<file path="src/rtl/fifo_pkg.sv">
`default_nettype none
// ============================================================================
//  Module   : fifo_pkg
//  Purpose  : Shared constants, types and helpers for the FIFO read-side
//             stream controller (output-buffer depth, occupancy/pointer
//             widths, default data and counter widths).
//  Ports    : none (package)
//  Revision : 1.0 - initial release
// ============================================================================
package fifo_pkg;

  localparam int D_WIDTH_DEF   = 8;
  localparam int CNT_WIDTH_DEF = 16;
  localparam int OBUF_DEPTH    = 3;
  localparam int OCC_W         = $clog2(OBUF_DEPTH + 1);
  localparam int PTR_W         = $clog2(OBUF_DEPTH);

  typedef logic [OCC_W-1:0] occ_t;
  typedef logic [PTR_W-1:0] ptr_t;

  // Circular pointer advance; depth is not a power of two, so wrap explicitly.
  function automatic ptr_t ptr_inc(input ptr_t p);
    return (p == ptr_t'(OBUF_DEPTH - 1)) ? '0 : p + ptr_t'(1);
  endfunction

endpackage : fifo_pkg
`default_nettype wire

</file>
<file path="src/rtl/fifo_stream_reader_if.sv">
`default_nettype none
// ============================================================================
//  Module   : fifo_stream_reader_if
//  Purpose  : valid/ready streaming bus carrying one data word per transfer.
//  Signals  : m_valid - word available (source -> sink)
//             m_data  - word payload    (source -> sink)
//             m_ready - sink accepts    (sink -> source)
//  Modports : master (source side), slave (sink side)
//  Revision : 1.0 - initial release
// ============================================================================
interface fifo_stream_reader_if #(
  parameter int D_WIDTH = 8
) ();

  logic               m_valid;
  logic [D_WIDTH-1:0] m_data;
  logic               m_ready;

  modport master (output m_valid, output m_data, input  m_ready);
  modport slave  (input  m_valid, input  m_data, output m_ready);

endinterface : fifo_stream_reader_if
`default_nettype wire

</file>
<file path="src/rtl/stream_obuf.sv">
`default_nettype none
// ============================================================================
//  Module   : stream_obuf
//  Purpose  : 3-entry circular output buffer with head/tail pointers and
//             occupancy. Head entry is presented combinationally; it reads
//             as zero when the buffer is empty so no stale word is visible.
//  Ports    : clk, n_rst     - clock, async active-low reset
//             i_push/i_push_data - write a word at the tail
//             i_pop          - retire the head word
//             i_clear        - synchronous discard of all contents
//             o_head_data    - head word (0 when empty)
//             o_occ          - number of stored words (0..3)
//  Revision : 1.0 - initial release
// ============================================================================
module stream_obuf
  import fifo_pkg::*;
#(
  parameter int D_WIDTH = D_WIDTH_DEF
) (
  input  wire logic               clk,
  input  wire logic               n_rst,
  input  wire logic               i_push,
  input  wire logic [D_WIDTH-1:0] i_push_data,
  input  wire logic               i_pop,
  input  wire logic               i_clear,
  output logic      [D_WIDTH-1:0] o_head_data,
  output occ_t                    o_occ
);

  logic [D_WIDTH-1:0] r_mem [OBUF_DEPTH];
  ptr_t               r_head;
  ptr_t               r_tail;
  occ_t               r_occ;

  always_ff @(posedge clk or negedge n_rst) begin
    if (!n_rst) begin
      r_head <= '0;
      r_tail <= '0;
      r_occ  <= '0;
      for (int i = 0; i < OBUF_DEPTH; i++) begin
        r_mem[i] <= '0;
      end
    end else if (i_clear) begin
      r_head <= '0;
      r_tail <= '0;
      r_occ  <= '0;
    end else begin
      if (i_push) begin
        r_mem[r_tail] <= i_push_data;
        r_tail        <= ptr_inc(r_tail);
      end
      if (i_pop) begin
        r_head <= ptr_inc(r_head);
      end
      r_occ <= r_occ + occ_t'(i_push) - occ_t'(i_pop);
    end
  end

  assign o_head_data = (r_occ != '0) ? r_mem[r_head] : '0;
  assign o_occ       = r_occ;

  // The issue logic upstream must never let a word arrive into a full buffer.
  a_no_overflow: assert property (@(posedge clk) disable iff (!n_rst)
    !(i_push && !i_pop && (r_occ == occ_t'(OBUF_DEPTH))));

endmodule : stream_obuf
`default_nettype wire

</file>
<file path="src/rtl/fifo_stream_reader.sv">
`default_nettype none
// ============================================================================
//  Module   : fifo_stream_reader
//  Purpose  : Read-side controller for the synchronous FIFO. Pops words via
//             isEmpty/r_en/r_data (1-cycle read latency), buffers them in a
//             3-entry output buffer and presents them on a valid/ready
//             stream. Counts delivered words and supports a synchronous flush.
//  Ports    : clk, n_rst - clock, async active-low reset
//             isEmpty    - FIFO empty flag
//             r_en       - FIFO pop request
//             r_data     - FIFO read data (valid the cycle after r_en)
//             m_if       - stream master (m_valid, m_data, m_ready)
//             flush      - discard buffered and in-flight data
//             rd_count   - delivered-word count, wraps
//  Revision : 1.0 - initial release
// ============================================================================
module fifo_stream_reader
  import fifo_pkg::*;
#(
  parameter int D_WIDTH   = D_WIDTH_DEF,
  parameter int CNT_WIDTH = CNT_WIDTH_DEF
) (
  input  wire logic                 clk,
  input  wire logic                 n_rst,
  input  wire logic                 isEmpty,
  output logic                      r_en,
  input  wire logic [D_WIDTH-1:0]   r_data,
  fifo_stream_reader_if.master      m_if,
  input  wire logic                 flush,
  output logic      [CNT_WIDTH-1:0] rd_count
);

  localparam logic [OCC_W:0] c_DEPTH = (OCC_W + 1)'(OBUF_DEPTH);

  occ_t               w_occ;
  logic [D_WIDTH-1:0] w_head_data;
  logic [OCC_W:0]     w_pending;
  logic               w_issue;
  logic               w_capture;
  logic               w_transfer;

  logic                 r_inflight;
  logic [CNT_WIDTH-1:0] r_rd_count;

  // Reserve a buffer slot for every word already requested so a returning
  // word always has room; this is what lets r_en ignore m_ready entirely.
  assign w_pending  = {1'b0, w_occ} + {{OCC_W{1'b0}}, r_inflight};
  // n_rst gates the request so r_en is low for the whole reset interval.
  assign w_issue    = n_rst && !isEmpty && !flush && (w_pending < c_DEPTH);
  assign w_capture  = r_inflight && !flush;
  assign w_transfer = m_if.m_valid && m_if.m_ready;

  assign r_en         = w_issue;
  assign m_if.m_valid = (w_occ != '0);
  assign m_if.m_data  = w_head_data;
  assign rd_count     = r_rd_count;

  always_ff @(posedge clk or negedge n_rst) begin
    if (!n_rst) begin
      r_inflight <= 1'b0;
      r_rd_count <= '0;
    end else begin
      // w_issue is already low during flush, so this also drops inflight.
      r_inflight <= w_issue;
      // A transfer in the flush cycle was accepted downstream: still count it.
      if (w_transfer) begin
        r_rd_count <= r_rd_count + CNT_WIDTH'(1);
      end
    end
  end

  stream_obuf #(
    .D_WIDTH (D_WIDTH)
  ) u_obuf (
    .clk         (clk),
    .n_rst       (n_rst),
    .i_push      (w_capture),
    .i_push_data (r_data),
    .i_pop       (w_transfer),
    .i_clear     (flush),
    .o_head_data (w_head_data),
    .o_occ       (w_occ)
  );

endmodule : fifo_stream_reader
`default_nettype wire

</file>
<file path="src/flat_wrapper.sv">
// flat-port wrapper written by rule: the top's interface ports become plain ports
module fifo_stream_reader_flat import fifo_pkg::*;
#(
  parameter int D_WIDTH   = D_WIDTH_DEF,
  parameter int CNT_WIDTH = CNT_WIDTH_DEF
)
  (clk, n_rst, isEmpty, r_en, r_data, flush, rd_count, m_if_m_valid, m_if_m_data, m_if_m_ready);
  fifo_stream_reader_if #(.D_WIDTH(D_WIDTH)) m_if_i ();
  input  wire logic clk;
  input  wire logic n_rst;
  input  wire logic isEmpty;
  output logic r_en;
  input  wire logic [D_WIDTH-1:0] r_data;
  input  wire logic flush;
  output logic      [CNT_WIDTH-1:0] rd_count;
  output wire logic [$bits(m_if_i.m_valid)-1:0] m_if_m_valid;
  output wire logic [$bits(m_if_i.m_data)-1:0] m_if_m_data;
  input wire logic [$bits(m_if_i.m_ready)-1:0] m_if_m_ready;
  assign m_if_m_valid = m_if_i.m_valid;
  assign m_if_m_data = m_if_i.m_data;
  assign m_if_i.m_ready = m_if_m_ready;
  fifo_stream_reader #(.D_WIDTH(D_WIDTH), .CNT_WIDTH(CNT_WIDTH)) u_core (.clk(clk), .n_rst(n_rst), .isEmpty(isEmpty), .r_en(r_en), .r_data(r_data), .m_if(m_if_i), .flush(flush), .rd_count(rd_count));
endmodule
</file>
<file path="config.mk">
export PLATFORM = sky130hd
export DESIGN_NAME = fifo_stream_reader_flat
export DESIGN_NICKNAME = d
export VERILOG_FILES = /design/src/rtl/fifo_pkg.sv /design/src/rtl/fifo_stream_reader_if.sv /design/src/rtl/stream_obuf.sv /design/src/rtl/fifo_stream_reader.sv /design/src/flat_wrapper.sv
export SDC_FILE = /design/constraint.sdc
export NUM_CORES = 1
export LEC_CHECK = 0
export ABC_AREA = 1
export CORE_UTILIZATION = 30
export DETAILED_ROUTE_END_ITERATION = 10
export DONT_BUFFER_PORTS = 1
export GPL_TIMING_DRIVEN = 0
export SYNTH_ARGS = -nofsm -noshare
export SYNTH_HDL_FRONTEND = slang
export SYNTH_HIERARCHICAL = 1
export SYNTH_SLANG_ARGS = --single-unit
export TNS_END_PERCENT = 100
</file>
<file path="constraint.sdc">
create_clock -name clk -period 2.2 [get_ports clk]
set_input_delay 0.11 -clock clk [delete_from_list [all_inputs] [get_ports clk]]
set_output_delay 0.11 -clock clk [all_outputs]
set_load 0.01 [all_outputs]
</file>
==> results.sh, run 1 <==
export IMPL_status="completed"
export IMPL_syn_num_nets=319
export IMPL_avgViaCountPerCell=4.70
export IMPL_drc=0
export IMPL_antenna_cells=0
export IMPL_busiest_layer="met2"
export IMPL_yosys_most_used_dff="dfrtp_1"
export IMPL_drv_cap=0
export IMPL_critical_path_required_ns=2.09
export IMPL_grt_pass1_wl_mm=9.66
export IMPL_core_area_mm2=0.00785
export IMPL_grt_overflow=0
export IMPL_dp_cells=403
export IMPL_synth_area_leaders="dfrtp_1, nand2_1, o21ai_2, nand3_1, inv_1"
export IMPL_grtUsageTotal_pct=14.4
export IMPL_insertion_delay_ns=0.30
export IMPL_syn2layout_area_growth_pct=12.0
export IMPL_p_leak_nw=1.40
export IMPL_die_y_um=92.9
export IMPL_dpl_hpwl_mm=3.82
export IMPL_synthDistinctLibCells=23
export IMPL_final_core_util_pct=35.3
export IMPL_critPathArrivalTime_ns=1.61
export IMPL_path_max_fanout=4
export IMPL_routed_wl_mm=5.48
export IMPL_dieArea_mm2=0.00862
export IMPL_synth_top_area_cell="dfrtp_1"
export IMPL_peakVddDrop_uv=265
export IMPL_avgSynthCellArea_um2=8.23
export IMPL_fp_row_count=32
export IMPL_cts_max_level=2
export IMPL_port_buffers=0
export IMPL_cts_tree="done"
export IMPL_synth_top_area_share_pct=47.5
export IMPL_rsz0062_at_grt="no"
export IMPL_stdcell_count=414
export IMPL_reg2reg_slack_ns=0.54
export IMPL_root_buffer="clkbuf_8"
export IMPL_ios=39
export IMPL_fin_crit_sh_pct=78.2
export IMPL_grt_antenna_before_repair=0
export IMPL_use_met2_pct=23.7
export IMPL_register_area_mm2=0.00118
export IMPL_ys_ff_latch=47
export IMPL_synth_commonest_cells="nand2_1, dfrtp_1, inv_1, nand3_1, nor2_1"
export IMPL_worst_setup_path_start_kind="flop"
export IMPL_place_area_mm2=0.00260
export IMPL_yosysMostFrequentCell="nand2_1"
export IMPL_gp_congestion=0.856
export IMPL_hp_class="in2reg"
export IMPL_die_x_um=92.9
export IMPL_finalCriticalPeriod_ns=1.72
export IMPL_post_route_cells_drive_above_1_share_pct=15.7
export IMPL_grt_pass1_vias=1976
export IMPL_n_fill_cell=860
export IMPL_finClkSkew_ns=0.00863
export IMPL_fmax_ghz=0.581
export IMPL_critPathKind="reg2out"
export IMPL_ys_seq_area_share_pct=47.5
export IMPL_postSynth_asyncResetShare_pct=100
export IMPL_p_per_area_mw_per_mm2=844
export IMPL_initial_core_util_pct=31.6
export IMPL_syn_inst=301
export IMPL_synth_edf_count=0
export IMPL_setup_viol=0
export IMPL_avgRoutedWirePerCell_um=13.2
export IMPL_slew_headroom_pct=75.3
export IMPL_grt_max_degree=48
export IMPL_tns_ns=0
export IMPL_clock_sinks=47
export IMPL_end_kind="primary output"
export IMPL_vias=1944
export IMPL_fin_area_mm2=0.00277
export IMPL_clkTransAtPathRegs_ns=0.09
export IMPL_numCtsBuffers=5
export IMPL_gr_usage_met1_pct=18.1
export IMPL_grtUsageMet3_pct=3.04
export IMPL_multiInputGateArea_mm2=0.00107
export IMPL_post_cts_repair_setup_buffers=0
export IMPL_drtAntennaViolNets=0
export IMPL_total_power_mw=2.34
export IMPL_nets=329
export IMPL_cts_buffer_depth=2
export IMPL_dr_pass1_iters=4
export IMPL_drtIter0Drc=144
export IMPL_slew_violations=0
export IMPL_hold_violations=0
export IMPL_ys_warn_count=6
export IMPL_netlist_area_mm2=0.00248
export IMPL_worstMarginPinSlew_ns=0.371
## final cells by class
type                       instances  share of cell area [%]
buffer                             5                    1.58
clock buffer                       6                    2.98
clock inverter                     2                    1.40
inverter                          50                    6.77
multi-input combinational        199                    38.5
sequential                        47                    42.4
tap                              102                    4.60
timing repair buffer               3                    1.71
## stage by stage
step	hold slack, ns	worst slack (ns)
after global placement	-0.185	0.620
after CTS	0.0158	0.452
after global routing	0.0159	0.353
after floorplan	-0.186	0.726
after detailed placement	-0.185	0.558
final	0.0276	0.479
## per-layer routing
| metal | up-vias | routed length (um) |
|---|---|---|
| met5 | - | 0 |
| met4 | 0 | 138 |
| met1 | 929 | 2520 |
| li1 | 963 | - |
| met3 | 10 | 217 |
| met2 | 42 | 2610 |
## cell families after synthesis
group	count (synthesis)	share of synthesized area, %
AND/OR/NAND/NOR	152	27.0
buffers and inverters	55	9.35
flip-flops	47	47.5
AO/OA/AOI/OAI	34	10.8
XOR/XNOR	8	2.83
adder cells (fa/ha/maj)	5	2.53
## power breakdown
group / internal (mW) / switching (mW)
clock: 0.374 / 0.305
sequential: 0.970 / 0.126
combinational: 0.177 / 0.389
total: 1.52 / 0.819
## cells in the final DEF, fill, tap and decap left out, types with 3 or more instances in the layout
cell type	count
dfrtp_1	47
nand2_1	76
xor2_1	5
o21ai_0	5
clkbuf_8	6
inv_1	47
nor2_1	26
nor2_4	3
xnor2_1	3
buf_6	3
o21ai_2	25
nand4_1	3
ha_1	5
nand3_1	36
nand2_2	3
a21oi_1	3
## critical path, cell delays in order, from the launching register on
cell	delay (ns)
dfrtp_1	0.43
ha_1	0.22
ha_1	0.19
nor2_1	0.08
nand3b_1	0.07
a21oi_1	0.32
## final timing paths
check                                   startpoint                      end  depth (start not counted)
max                         u_core/u_obuf/o_occ[0]                     r_en                          5
min                                      r_data[1]   u_core/u_obuf/r_mem[9]                          2
max reg2reg                 u_core/u_obuf/o_occ[1]   u_core/u_obuf/o_occ[1]                          7
min reg2reg                u_core/u_obuf/r_mem[15]  u_core/u_obuf/r_mem[15]                          2
max in group asynchronous                    n_rst      u_core/rd_count[10]                          2
min in group asynchronous                    n_rst  u_core/u_obuf/r_head[1]                          2
## repair_timing
action	in CTS	in global routing
hold endpoints to repair	51	0
resized for setup	0	0
hold buffers	3	0
## registers in the layout (all words and copies together), names as in the netlist
register and count:
u_core/r_inflight 1, u_core/u_obuf/o_occ 2, u_core/rd_count 16, u_core/u_obuf/r_tail 2, u_core/u_obuf/r_head 2, u_core/u_obuf/r_mem 24
(Power assumes the default switching activity.)
==> run 2: changes to the inputs <==
- clock period: 2.2 -> 1.7 ns (I/O delays scaled with it)
==> results.sh, run 2 (synthesized netlist as in run 1, its figures left out) <==
export IMPL_rsz0062_at_grt="no"
export IMPL_hp_class="in2reg"
export IMPL_vias=1995
export IMPL_slew_violations=0
export IMPL_hold_violations=0
export IMPL_critPathKind="reg2reg"
export IMPL_finClkSkew_ns=0.00956
export IMPL_nets=341
export IMPL_tns_ns=0
export IMPL_critPathArrivalTime_ns=1.79
export IMPL_die_y_um=92.9
export IMPL_avgViaCountPerCell=4.68
export IMPL_fp_row_count=32
export IMPL_dieArea_mm2=0.00862
export IMPL_clock_sinks=47
export IMPL_clkTransAtPathRegs_ns=0.09
export IMPL_dp_cells=403
export IMPL_port_buffers=0
export IMPL_r2r_start="u_core/u_obuf/o_occ[1]"
export IMPL_syn2layout_area_growth_pct=16.5
export IMPL_grt_max_degree=49
export IMPL_worst_setup_path_start_kind="flop"
export IMPL_post_route_cells_drive_above_1_share_pct=17.3
export IMPL_cts_tree="done"
export IMPL_insertion_delay_ns=0.31
export IMPL_gp_congestion=0.856
export IMPL_critical_path_required_ns=1.89
export IMPL_final_core_util_pct=36.8
export IMPL_drv_cap=0
export IMPL_peakVddDrop_uv=345
export IMPL_largest_register="u_core/u_obuf/r_mem"
export IMPL_grt_antenna_before_repair=0
export IMPL_core_area_mm2=0.00785
export IMPL_drc=0
export IMPL_avgRoutedWirePerCell_um=13.2
export IMPL_whs_path_depth=2
export IMPL_ios=39
export IMPL_root_buffer="clkbuf_8"
export IMPL_largest_reg_flops=24
export IMPL_min_from="m_if_m_ready"
export IMPL_slew_headroom_pct=74.9
export IMPL_end_kind="flop"
export IMPL_worstMarginPinSlew_ns=0.376
export IMPL_place_area_mm2=0.00260
export IMPL_dr_pass1_iters=4
export IMPL_status="completed"
export IMPL_fin_crit_sh_pct=93.8
export IMPL_layout_common_cells="nand2_1, inv_1, dfrtp_1"
export IMPL_cts_max_level=2
export IMPL_setup_viol=0
export IMPL_r2r_end="u_core/u_obuf/o_occ[1]"
export IMPL_p_leak_nw=1.45
export IMPL_worst_r2r_path_depth=7
export IMPL_grt_pass1_vias=1986
export IMPL_antenna_cells=0
export IMPL_stdcell_count=426
export IMPL_cts_buffer_depth=2
export IMPL_pre_cts_slack_ns=0.0584
export IMPL_fin_area_mm2=0.00288
export IMPL_worst_hold_path_endpoint="u_core/rd_count[0]"
export IMPL_worst_slack_ns=0.105
export IMPL_numCtsBuffers=5
export IMPL_grtUsageTotal_pct=14.4
export IMPL_routed_wl_mm=5.63
export IMPL_drtIter0Drc=177
export IMPL_path_max_fanout=5
export IMPL_dpl_hpwl_mm=3.82
export IMPL_final_common_cell="nand2_1"
export IMPL_finalCriticalPeriod_ns=1.60
export IMPL_p_per_area_mw_per_mm2=1080
export IMPL_reg2reg_slack_ns=0.10
export IMPL_drtAntennaViolNets=0
export IMPL_initial_core_util_pct=31.6
export IMPL_die_x_um=92.9
export IMPL_grt_pass1_wl_mm=9.68
export IMPL_fmax_ghz=0.627
export IMPL_grt_overflow=0
run 2: cell count changes in the layout (fill, tap and decap cells not counted), sizes merged:
| cell | delta |
|---|---|
| dlygate4sd3 | +7 |
| nor2 | +1 |
| buf | +4 |
run 2: through the flow:
| step | hold slack, ns | total power, mW |
|---|---|---|
| after floorplan | -0.211 | 1.95 |
| after global placement | -0.210 | 2.12 |
| after detailed placement | -0.210 | 2.15 |
| after CTS | 0.00106 | 3.09 |
| after global routing | 0.0162 | 3.34 |
| final | 0.0125 | 3.13 |
run 2: worst max-delay path, stage by stage (launching register included):
cell,delay (ns)
dfrtp_1,0.45
nor2_1,0.27
nor2_4,0.08
ha_1,0.28
inv_1,0.04
ha_1,0.19
a21oi_1,0.13
nor2_1,0.06
run 2: final cells by class:
class | count | area (um2)
Buffer | 5 | 43.8
Sequential cell | 47 | 1180
Multi-Input combinational cell | 200 | 1080
Fill cell | 849 | 4960
Clock buffer | 6 | 82.6
Timing Repair Buffer | 14 | 148
Clock inverter | 2 | 38.8
Tap cell | 102 | 128
Inverter | 50 | 188
run 2: where the power goes:
group	switching [mW]	internal, mW
combinational	0.539	0.289
clock	0.396	0.484
sequential	0.160	1.26
run 2: repair_timing:
item                                    CTS  global route
buffers inserted                          0             4
resized for setup                         1             1
cloned                                    0             1
endpoints found under the setup margin    1             5
hold buffers                             10             0
endpoints found under the hold margin    63             0
pin swaps                                 0             1
run 2: worst max path at each step:
stage	start	end	slack (ns)
floorplan	u_core/u_obuf/o_occ[1]	u_core/u_obuf/o_occ[1]	0.23
global placement	u_core/u_obuf/o_occ[1]	u_core/u_obuf/o_occ[1]	0.12
detailed placement	u_core/u_obuf/o_occ[1]	u_core/u_obuf/o_occ[1]	0.06
CTS	u_core/u_obuf/o_occ[1]	u_core/u_obuf/o_occ[1]	0.04
global route	u_core/u_obuf/o_occ[0]	r_en	0.005
finish	u_core/u_obuf/o_occ[1]	u_core/u_obuf/o_occ[1]	0.10
run 2: metal layers:
metal  global-route usage (%)  wire length [um]
met5                        0                 0
met1                     18.4              2610
met4                     6.15               133
met3                     2.79               226
met2                     23.7              2660
==> run 3: changes to the inputs <==
- CORE_UTILIZATION: 30 -> 45
==> results.sh, run 3 (synthesized netlist as in run 1, its figures left out) <==
export IMPL_stdcell_count=392
export IMPL_port_buffers=0
export IMPL_drtIter0Drc=85
export IMPL_final_common_cell="nand2_1"
export IMPL_ios=39
export IMPL_die_y_um=76.2
export IMPL_grt_antenna_before_repair=0
export IMPL_fmax_ghz=0.625
export IMPL_end_kind="primary output"
export IMPL_avgRoutedWirePerCell_um=13.5
export IMPL_fp_row_count=26
export IMPL_cts_buffer_depth=2
export IMPL_insertion_delay_ns=0.30
export IMPL_slew_violations=0
export IMPL_avgViaCountPerCell=4.97
export IMPL_n_fill_cell=513
export IMPL_worstMarginPinSlew_ns=0.343
export IMPL_layout_common_cells="nand2_1, inv_1, dfrtp_1"
export IMPL_hold_violations=0
export IMPL_critPathKind="reg2out"
export IMPL_dpl_hpwl_mm=3.51
export IMPL_hp_class="in2reg"
export IMPL_pre_cts_slack_ns=0.0757
export IMPL_drtAntennaViolNets=0
export IMPL_nets=339
export IMPL_path_max_fanout=11
export IMPL_setup_viol=0
export IMPL_worst_r2r_path_depth=7
export IMPL_root_buffer="clkbuf_8"
export IMPL_p_leak_nw=1.44
export IMPL_grt_pass1_vias=1954
export IMPL_critPathArrivalTime_ns=1.52
export IMPL_vias=1950
export IMPL_cts_max_level=2
export IMPL_drv_cap=0
export IMPL_gp_congestion=0.767
export IMPL_total_power_mw=3.06
export IMPL_grt_pass1_wl_mm=9.24
export IMPL_final_core_util_pct=54.1
export IMPL_largest_reg_flops=24
export IMPL_critical_path_required_ns=1.62
export IMPL_routed_wl_mm=5.30
export IMPL_grt_max_degree=49
export IMPL_register_area_mm2=0.00118
export IMPL_finClkSkew_ns=0.00676
export IMPL_antenna_cells=0
export IMPL_dp_cells=371
export IMPL_tns_ns=0
export IMPL_core_area_mm2=0.00520
export IMPL_fin_crit_sh_pct=94.2
export IMPL_slew_headroom_pct=77.0
export IMPL_grtUsageTotal_pct=20.4
export IMPL_holdWs_ns=0.00553
export IMPL_post_route_cells_drive_above_1_share_pct=16.8
export IMPL_die_x_um=76.2
export IMPL_clock_sinks=47
export IMPL_drc=0
export IMPL_numCtsBuffers=5
export IMPL_dieArea_mm2=0.00580
export IMPL_dr_pass1_iters=4
export IMPL_grt_overflow=0
export IMPL_reg2reg_slack_ns=0.12
export IMPL_worst_slack_ns=0.0988
export IMPL_multiInputGateArea_mm2=0.00108
export IMPL_cts_tree="done"
export IMPL_peakVddDrop_uv=574
export IMPL_initial_core_util_pct=47.6
export IMPL_place_area_mm2=0.00256
export IMPL_worst_setup_path_start_kind="flop"
export IMPL_status="completed"
export IMPL_finalCriticalPeriod_ns=1.60
export IMPL_whs_path_depth=2
export IMPL_fin_area_mm2=0.00282
export IMPL_p_per_area_mw_per_mm2=1090
export IMPL_syn2layout_area_growth_pct=13.7
export IMPL_clkTransAtPathRegs_ns=0.09
export IMPL_largest_register="u_core/u_obuf/r_mem"
==> run 3: cell count changes in the layout (fill, tap and decap cells not counted), sizes merged <==
cell	before	now
clkinv	2	4
dlygate4sd3	9	8
inv	49	48
clkbuf	6	5
buf	10	9
==> run 3: per-layer routing <==
metal / vias up / global-route usage [%] / routed length [um]
met5: - / 0 / 0
met4: 0 / 7.69 / 79
met3: 7 / 3.83 / 187
met2: 34 / 33.5 / 2450
met1: 912 / 26.8 / 2580
li1: 997 / - / -
==> run 3: final timing paths <==
kind | from | to
worst max register to register | u_core/u_obuf/o_occ[1] | u_core/u_obuf/o_occ[1]
max in group asynchronous | n_rst | u_core/rd_count[0]
worst min-delay path | r_data[3] | u_core/u_obuf/r_mem[11]
min in group asynchronous | n_rst | u_core/rd_count[13]
worst max-delay path | u_core/u_obuf/r_head[1] | m_if_m_data[2]
worst min register to register | u_core/u_obuf/r_mem[10] | u_core/u_obuf/r_mem[10]
==> run 3: power by group <==
part	internal [mW]	switching, mW	total, mW
registers	1.26	0.155	1.41
clock network	0.438	0.399	0.838
logic	0.276	0.532	0.808
total	1.97	1.09	3.06
==> run 3: what timing repair did <==
action	4_1_cts	5_1_grt
hold buffers	9	0
gates resized for setup	0	1
endpoints found under the setup margin	0	6
endpoints found under the hold margin	59	0
setup buffers	0	3
==> run 3: layout make-up <==
type                            count  area share [%]
Sequential cell                    47            41.8
Multi-Input combinational cell    200            38.3
Inverter                           50            6.66
Timing Repair Buffer               12            4.62
Tap cell                           70            3.11
Clock buffer                        5            2.44
Clock inverter                      3            1.55
Buffer                              5            1.55
==> run 3: critical path, stage by stage (launching register included) <==
cell and delay (ns):
dfrtp_1 0.38, buf_2 0.22, nor2_2 0.27, nand2_1 0.08, nand3_1 0.08, nand2_1 0.06
inv_1 0.11
